**config.mk**
```make
export PLATFORM = sky130hd
export DESIGN_NAME = clint_ctrl
export DESIGN_NICKNAME = d
export VERILOG_FILES = /design/src/rtl/clint_ctrl.sv
export SDC_FILE = /design/constraint.sdc
export NUM_CORES = 1
export LEC_CHECK = 0
export ABC_AREA = 1
export CORE_AREA = 8 8 123 125
export CTS_CLUSTER_SIZE = 25
export DETAILED_ROUTE_END_ITERATION = 12
export DIE_AREA = 0 0 131 133
export PLACE_DENSITY = 0.84
export SLEW_MARGIN = 15
export SYNTH_ARGS = -nofsm -noshare
export SYNTH_HDL_FRONTEND = slang
export SYNTH_SLANG_ARGS = --single-unit
```
**constraint.sdc**
```tcl
create_clock -name clk -period 7.7 [get_ports clk]
set_input_delay 1.54 -clock clk [delete_from_list [all_inputs] [get_ports clk]]
set_output_delay 1.54 -clock clk [all_outputs]
set_load 0.03 [all_outputs]
```
**src/rtl/clint_ctrl.sv**
```systemverilog
// rtl/clint_ctrl.sv - core-local trap/interrupt controller sequencing CSR writes and pipeline redirects
// Optional macro: CLINT_VECTORED_EN (vectored async trap targets when mtvec[1:0] == 2'b01)
module clint_ctrl #(
    parameter int INT_W = 8
) (
    input  logic             clk,
    input  logic             rst,
    input  logic [INT_W-1:0] int_flag_i,
    input  logic [31:0]      inst_i,
    input  logic [31:0]      inst_addr_i,
    input  logic             jump_flag_i,
    input  logic [31:0]      jump_addr_i,
    input  logic             hold_flag_i,
    input  logic             global_int_en_i,
    input  logic [31:0]      csr_mtvec_i,
    input  logic [31:0]      csr_mepc_i,
    input  logic [31:0]      csr_mstatus_i,
    output logic             we_o,
    output logic [31:0]      waddr_o,
    output logic [31:0]      raddr_o,
    output logic [31:0]      data_o,
    output logic             hold_flag_o,
    output logic             int_assert_o,
    output logic [31:0]      int_addr_o
);

    localparam logic [31:0] INST_ECALL  = 32'h0000_0073;
    localparam logic [31:0] INST_EBREAK = 32'h0010_0073;
    localparam logic [31:0] INST_MRET   = 32'h3020_0073;

    localparam logic [31:0] CSR_MSTATUS = 32'h0000_0300;
    localparam logic [31:0] CSR_MEPC    = 32'h0000_0341;
    localparam logic [31:0] CSR_MCAUSE  = 32'h0000_0342;

    localparam logic [31:0] CAUSE_ECALL  = 32'h0000_000B;
    localparam logic [31:0] CAUSE_EBREAK = 32'h0000_0003;
    localparam logic [31:0] CAUSE_TIMER  = 32'h8000_0007;
    localparam logic [31:0] CAUSE_EXT    = 32'h8000_000B;

    // Trap and MRET sequences share one state register; both start and end in S_IDLE.
    typedef enum logic [2:0] {
        S_IDLE,
        S_W_MEPC,
        S_W_MSTATUS,
        S_W_MCAUSE,
        S_ASSERT,
        S_M_MSTATUS,
        S_M_ASSERT
    } state_t;

    state_t state;
    state_t state_next;

    logic        is_ecall;
    logic        is_ebreak;
    logic        is_mret;
    logic        sync_det;
    logic        async_det;
    logic        mret_det;
    logic [31:0] mepc_det;
    logic [31:0] mcause_det;
    logic [31:0] mcause_q;
    logic [31:0] mstatus_trap;
    logic [31:0] mstatus_mret;
    logic [31:0] trap_target;

    logic        we_d;
    logic [31:0] waddr_d;
    logic [31:0] data_d;
    logic        int_assert_d;
    logic [31:0] int_addr_d;

    assign is_ecall  = (inst_i == INST_ECALL);
    assign is_ebreak = (inst_i == INST_EBREAK);
    assign is_mret   = (inst_i == INST_MRET);

    // Detection happens only while idle; sync beats async beats MRET.
    assign sync_det  = (state == S_IDLE) && (is_ecall || is_ebreak);
    assign async_det = (state == S_IDLE) && !sync_det && global_int_en_i
                       && (|int_flag_i) && !hold_flag_i;
    assign mret_det  = (state == S_IDLE) && !sync_det && !async_det && is_mret;

    assign mepc_det   = sync_det ? inst_addr_i : (jump_flag_i ? jump_addr_i : inst_addr_i);
    assign mcause_det = sync_det ? (is_ecall ? CAUSE_ECALL : CAUSE_EBREAK)
                                 : (int_flag_i[0] ? CAUSE_TIMER : CAUSE_EXT);

    // Trap entry: MPIE <- MIE, MIE <- 0. Return: MIE <- MPIE, MPIE <- 1.
    assign mstatus_trap = {csr_mstatus_i[31:8], csr_mstatus_i[3], csr_mstatus_i[6:4],
                           1'b0, csr_mstatus_i[2:0]};
    assign mstatus_mret = {csr_mstatus_i[31:8], 1'b1, csr_mstatus_i[6:4],
                           csr_mstatus_i[7], csr_mstatus_i[2:0]};

    assign hold_flag_o = (state != S_IDLE) || sync_det || async_det || mret_det;
    assign raddr_o     = 32'h0;

`ifdef CLINT_VECTORED_EN
    logic async_q;

    // Remember whether the latched trap was asynchronous, for vector selection.
    always_ff @(posedge clk or posedge rst) begin
        if (rst) begin
            async_q <= 1'b0;
        end else if (sync_det || async_det) begin
            async_q <= async_det;
        end
    end

    // Vectored mode offsets async traps by 4*cause; sync traps use the base.
    always_comb begin
        trap_target = {csr_mtvec_i[31:2], 2'b00};
        if (async_q && (csr_mtvec_i[1:0] == 2'b01)) begin
            trap_target = trap_target + {25'd0, mcause_q[4:0], 2'b00};
        end
    end
`else
    logic unused_mtvec_mode;
    assign unused_mtvec_mode = ^csr_mtvec_i[1:0];

    // Direct mode only: mode bits of mtvec are ignored.
    always_comb begin
        trap_target = {csr_mtvec_i[31:2], 2'b00};
    end
`endif

    // Latch the trap cause at detection; mepc is written on the very next cycle.
    always_ff @(posedge clk or posedge rst) begin
        if (rst) begin
            mcause_q <= 32'h0;
        end else if (sync_det || async_det) begin
            mcause_q <= mcause_det;
        end
    end

    // State register.
    always_ff @(posedge clk or posedge rst) begin
        if (rst) begin
            state <= S_IDLE;
        end else begin
            state <= state_next;
        end
    end

    // Next-state logic: fixed sequences once a trap or MRET is accepted.
    always_comb begin
        state_next = state;
        case (state)
            S_IDLE: begin
                if (sync_det || async_det) begin
                    state_next = S_W_MEPC;
                end else if (mret_det) begin
                    state_next = S_M_MSTATUS;
                end
            end
            S_W_MEPC:    state_next = S_W_MSTATUS;
            S_W_MSTATUS: state_next = S_W_MCAUSE;
            S_W_MCAUSE:  state_next = S_ASSERT;
            S_ASSERT:    state_next = S_IDLE;
            S_M_MSTATUS: state_next = S_M_ASSERT;
            S_M_ASSERT:  state_next = S_IDLE;
            default:     state_next = S_IDLE;
        endcase
    end

    // Output decode for the state being entered; registered below.
    always_comb begin
        we_d         = 1'b0;
        waddr_d      = 32'h0;
        data_d       = 32'h0;
        int_assert_d = 1'b0;
        int_addr_d   = int_addr_o;
        case (state_next)
            S_W_MEPC: begin
                we_d    = 1'b1;
                waddr_d = CSR_MEPC;
                data_d  = mepc_det;
            end
            S_W_MSTATUS: begin
                we_d    = 1'b1;
                waddr_d = CSR_MSTATUS;
                data_d  = mstatus_trap;
            end
            S_W_MCAUSE: begin
                we_d    = 1'b1;
                waddr_d = CSR_MCAUSE;
                data_d  = mcause_q;
            end
            S_ASSERT: begin
                int_assert_d = 1'b1;
                int_addr_d   = trap_target;
            end
            S_M_MSTATUS: begin
                we_d    = 1'b1;
                waddr_d = CSR_MSTATUS;
                data_d  = mstatus_mret;
            end
            S_M_ASSERT: begin
                int_assert_d = 1'b1;
                int_addr_d   = csr_mepc_i;
            end
            default: ;
        endcase
    end

    // Registered CSR port and redirect outputs.
    always_ff @(posedge clk or posedge rst) begin
        if (rst) begin
            we_o         <= 1'b0;
            waddr_o      <= 32'h0;
            data_o       <= 32'h0;
            int_assert_o <= 1'b0;
            int_addr_o   <= 32'h0;
        end else begin
            we_o         <= we_d;
            waddr_o      <= waddr_d;
            data_o       <= data_d;
            int_assert_o <= int_assert_d;
            int_addr_o   <= int_addr_d;
        end
    end

endmodule

```
Word-level counts from Yosys, hierarchy flattened
Cells that the tools add are included.
{"block": "op_classes", "n_eq_ne": 13, "mux": 13, "reduce_logical": 22}
{"op": "$pmux 32 s4", "n": 1}
{"op": "$mux 32", "n": 3}
{"op": "$pmux 32 s2", "n": 1}
{"op": "$eq 32x21->1 const B", "n": 1}
{"op": "$eq 32x30->1 const B", "n": 1}
{"op": "$eq 32x7->1 const B", "n": 1}
{"op": "$pmux 10 s3", "n": 1}
{"op": "$pmux 3 s5", "n": 1}
{"op": "$eq 3x2->1 const B", "n": 4}
{"op": "$eq 3x3->1 const B", "n": 4}
{"op": "$mux 4", "n": 2}
{"op": "$reduce_or 8->1", "n": 1}
{"op": "$logic_and 1x1->1", "n": 7}
{"op": "$eq 3x1->1 const B", "n": 2}
{"op": "$mux 3", "n": 2}
{"op": "$logic_or 1x1->1", "n": 5}
{"op": "$reduce_or 2->1", "n": 2}
{"op": "$reduce_or 4->1", "n": 1}
{"op": "$logic_not 1->1", "n": 3}
{"op": "$logic_not 3->1", "n": 1}
{"op": "$reduce_bool 3->1", "n": 1}
{"op": "$mux 1", "n": 2}
{"op": "$reduce_bool 2->1", "n": 1}
{"block": "totals", "reg_bits": 133, "wordCells": 55}

Longest topological paths before layout
{"block": "logic_depth", "depth_word": 17, "ltp_mapped": 13}

Worst setup path after synthesis
Ideal clock, no wire load.
{"block": "synth_path", "path_kind": "input port to output port", "start": "input port inst_i[19]", "end": "output port hold_flag_o", "t_arrival_ns": 2.407, "path_slack_ns": 3.753, "path_stages": 6, "path_buffers": 0, "cell_sequence": "nor2_1 > nand2_1 > nor2_2 > nand3_1 > nor2_1 > nand3b_1"}
{"block": "synth_via", "elab_chain_len": 12, "word_cells_on_any_way": 16}
{"element": "start: declaration", "line": "9", "text": "input logic [31:0] inst_i,"}
{"element": "$eq 32x7->1 or $eq 32x21->1 (tied branches)", "line": "73, 74"}
{"element": "$logic_or 1x1->1", "line": "78", "text": "assign sync_det = (state == S_IDLE) && (is_ecall || is_ebreak);"}
{"element": "$logic_and 1x1->1", "line": "78"}
{"element": "$logic_not 1->1", "line": "79, 81"}
{"element": "$logic_and 1x1->1", "line": "79, 81"}
{"element": "$logic_and 1x1->1", "line": "79", "text": "assign async_det = (state == S_IDLE) && !sync_det && global_int_en_i"}
{"element": "$logic_and 1x1->1 (2 in a row)", "line": "80", "text": "&& (|int_flag_i) && !hold_flag_i;"}
{"element": "$logic_not 1->1", "line": "81", "text": "assign mret_det = (state == S_IDLE) && !sync_det && !async_det && is_mret;"}
{"element": "$logic_and 1x1->1 (2 in a row)", "line": "81"}
{"element": "$logic_or 1x1->1 (*)", "line": "93", "text": "assign hold_flag_o = (state != S_IDLE) || sync_det || async_det || mret_det;"}
{"element": "end: declaration", "line": "22", "text": "output logic hold_flag_o,"}
Mark *: on every way between the ends. The rest lies on a longest branch, timed or not.

Worst setup path in the final report
{"block": "layout_path", "start": "input port inst_i[6]", "end": "output port hold_flag_o"}
The elaborated chain is that of the path after synthesis.

==> impl_metrics.toml <==
[clock_network]
cts_tree = "yes"
clockBufferDepth = 2
clock-sinks = 76
hold_buffers = 0
insertion_delay_ns = 0.34
numCtsBuffers = 9
cts_max_level = 3
clk_pin_slew_worst_paths_ns = 0.05
cts_setup_buffers = 0
post_cts_resized = 0
root_buffer = "clkbuf_16"

[worst_setup_path]
path_class = "in2out"
startpoint = "inst_i[6]"
cp.arrival_ns = 3.44
reg2reg_from = "state[0]"
path_max_fanout = 2
cp-end-kind = "output pin"
r2r_cells = 6
rr_endpoint = "int_addr_o[31]"
r2r_setup_slack_ns = 5.20
required_ns = 6.16
worst_setup_path_start_kind = "input pin"

[power_and_ir_drop]
sequentialPowerShare_pct = 26.8
max-vdd-ir-drop_v = 0.000146
p_comb_share_pct = 54.1
p_leak_uw = 0.00345
internal_power_uw = 1330
switching_share_pct = 43.7
p_switching_uw = 1030
clkPwrFrac_pct = 19.1
power.density_nw_per_um2 = 322

[floorplan]
die_width_um = 131
core-area_um2 = 13100
initial_core_util_pct = 34.6
rows = 42
pin_count = 336
die_area_um2 = 17400
die_y_um = 133

[global_route]
grtUsageTotal_pct = 18.7
gr-total-overflow = 0
grt_pass1_vias = 4849
antenna_found_initial = 0
grt_first_pass_wirelength_um = 25300
grt_max_degree = 77

[finish]
nNetsFinal = 1062
layout-drive-gt1-share_pct = 6.27
design_area_um2 = 7350
antennaDiodeCount = 0
stdcell_count = 1037
syn_to_final_growth_pct = 62.3

[synthesis]
async_reset_ff_share_pct = 100
avgSynthCellArea_um2 = 7.52
yosys.cell_types.count = 29
syn_inst = 602
synth.most_common_cell = "nand2_1"
synth_top_area_share_pct = 42.0
synth_area_leaders = "dfrtp_1 42%, nand2_1 17%, buf_4 10%"
synth-seq-area-share_pct = 42.0
ys_top_cells_by_count = "209 x nand2_1, 76 x dfrtp_1, 63 x buf_4, 62 x nor2_1, 44 x nand3_1"
synth_area_um2 = 4530
synth_edf_count = 0
yosys_register_bits = 76
synth_flop_cell = "dfrtp_1"
ys_warn_count = 0
yosysTopAreaCell = "dfrtp_1"

[route]
wl_met2_um = 8220
first_pass_iters = 5
vias = 4619
post_drt_wl_per_cell_um = 16.2
routed_via_density = 4.45
drtIter0Drc = 162
ant_nets = 0
met3WireLength_um = 2030
routed_wl_um = 16800
drc = 0
wl_met1_um = 6370
highest_layer = "met4"

[placement]
hpwlAfterDp_um = 13100
gp_congestion = 0.822
dpl_worst_slack_ns = 2.70
dp_cells = 1022
io_buffers = 274
placed_area_um2 = 7030

[timing]
finalSetupTns_ns = 0
setup_viol = 0
max_clock_freq_mhz = 201
period_needed_ns = 4.98
final-max-slew-violation-count = 0
skew_ns = 0.00800
hold_violations = 0
setup_ws_ns = 2.72
rsz0062_at_grt = "no"
relSlewSlack_pct = 31.7
worst_pin_slew_ns = 1.02
fin_crit_sh_pct = 64.7

[hold_path]
whs_path_depth = 1
hold_end = "mcause_q[1]"
hp-start = "mcause_q[1]"
min_path_type = "reg2reg"

[run]
drv_cap = 0

[run_status]
status = "completed"
==> flip-flops by register name, indices dropped and copies added (netlist names) <==
signal        cells
data_o           32
int_addr_o       32
int_assert_o      1
mcause_q          4
state             3
waddr_o           4
==> layer usage <==
layer | track usage, % | vias up
met3 | 7.43 | 16
li1 | - | 2281
met4 | 5.62 | 0
met5 | 0 | -
met2 | 33.1 | 242
met1 | 19.7 | 2080
==> critical path, cell delays in order <==
cell	delay [ns]
clkdlybuf4s50_1	0.48
inv_1	0.04
nor2_1	0.08
nand2_1	0.05
nor2_1	0.09
nand2_1	0.11
nor2_1	0.22
nand3b_1	0.14
clkdlybuf4s50_1	0.69
==> worst max-delay path by stage <==
stage                   to
2_1_floorplan  hold_flag_o
3_3_place_gp   hold_flag_o
3_5_place_dp   hold_flag_o
4_1_cts        hold_flag_o
5_1_grt        hold_flag_o
6_report       hold_flag_o
==> power groups by stage <==
stage                     registers [uW]  clock network, uW  logic, uW
after floorplan                      929                  0        535
after global placement               634                  0       1280
after detailed placement             642                  0       1290
after CTS                            635                467       1300
after global routing                 653                479       1380
final                                634                452       1280
==> logic make-up (layout without fill, tap and decap cells) <==
family	Yosys count	after routing	share of synthesized area [%]
simple gates	346	346	33.1
compound gates	64	64	7.57
buf+inv	115	316	17.2
flops	76	76	42.0
other cells	1	59	0.0828
==> cells in the final DEF (no fill, tap or decap) <==
cell type and instances:
clkinv_2 2, nand2_4 5, bufinv_16 2, nor2_4 3, clkbuf_8 1, nand2_1 209
nor3b_1 1, nor2_2 4, inv_1 18, nand3_2 2, clkdlybuf4s50_1 273, nand3b_1 1
clkinv_4 1, conb_1 59, nor3_2 2, buf_2 1, nor2_1 62, nand2_2 7
clkbuf_16 9, nand3_4 1, buf_4 1, nand4_1 3, inv_2 7, a22o_1 2
or2_2 2, o21ai_0 23, clkbuf_1 1, dfrtp_1 76, a21oi_2 4, a21oi_1 2
o21ai_1 33, nand3_1 44
==> cell type report <==
cell class / count / area (um2)
clock buffers: 11 / 243
clock inverters: 4 / 73.8
fillers: 1194 / 5740
inverters: 26 / 98.8
multi-input cells: 469 / 2060
flip-flops and latches: 76 / 1900
well taps: 176 / 220
repair buffers: 275 / 2750
==> stage by stage <==
step	hold slack [ns]	util, %	total power (uW)
2_1_floorplan	0.440	-	1460
3_5_place_dp	0.456	53.7	1940
6_report	0.469	56.1	2370
3_3_place_gp	0.452	53.8	1910
5_1_grt	0.482	56.1	2520
4_1_cts	0.471	56.1	2400
Power figures use the tool's default switching activity.
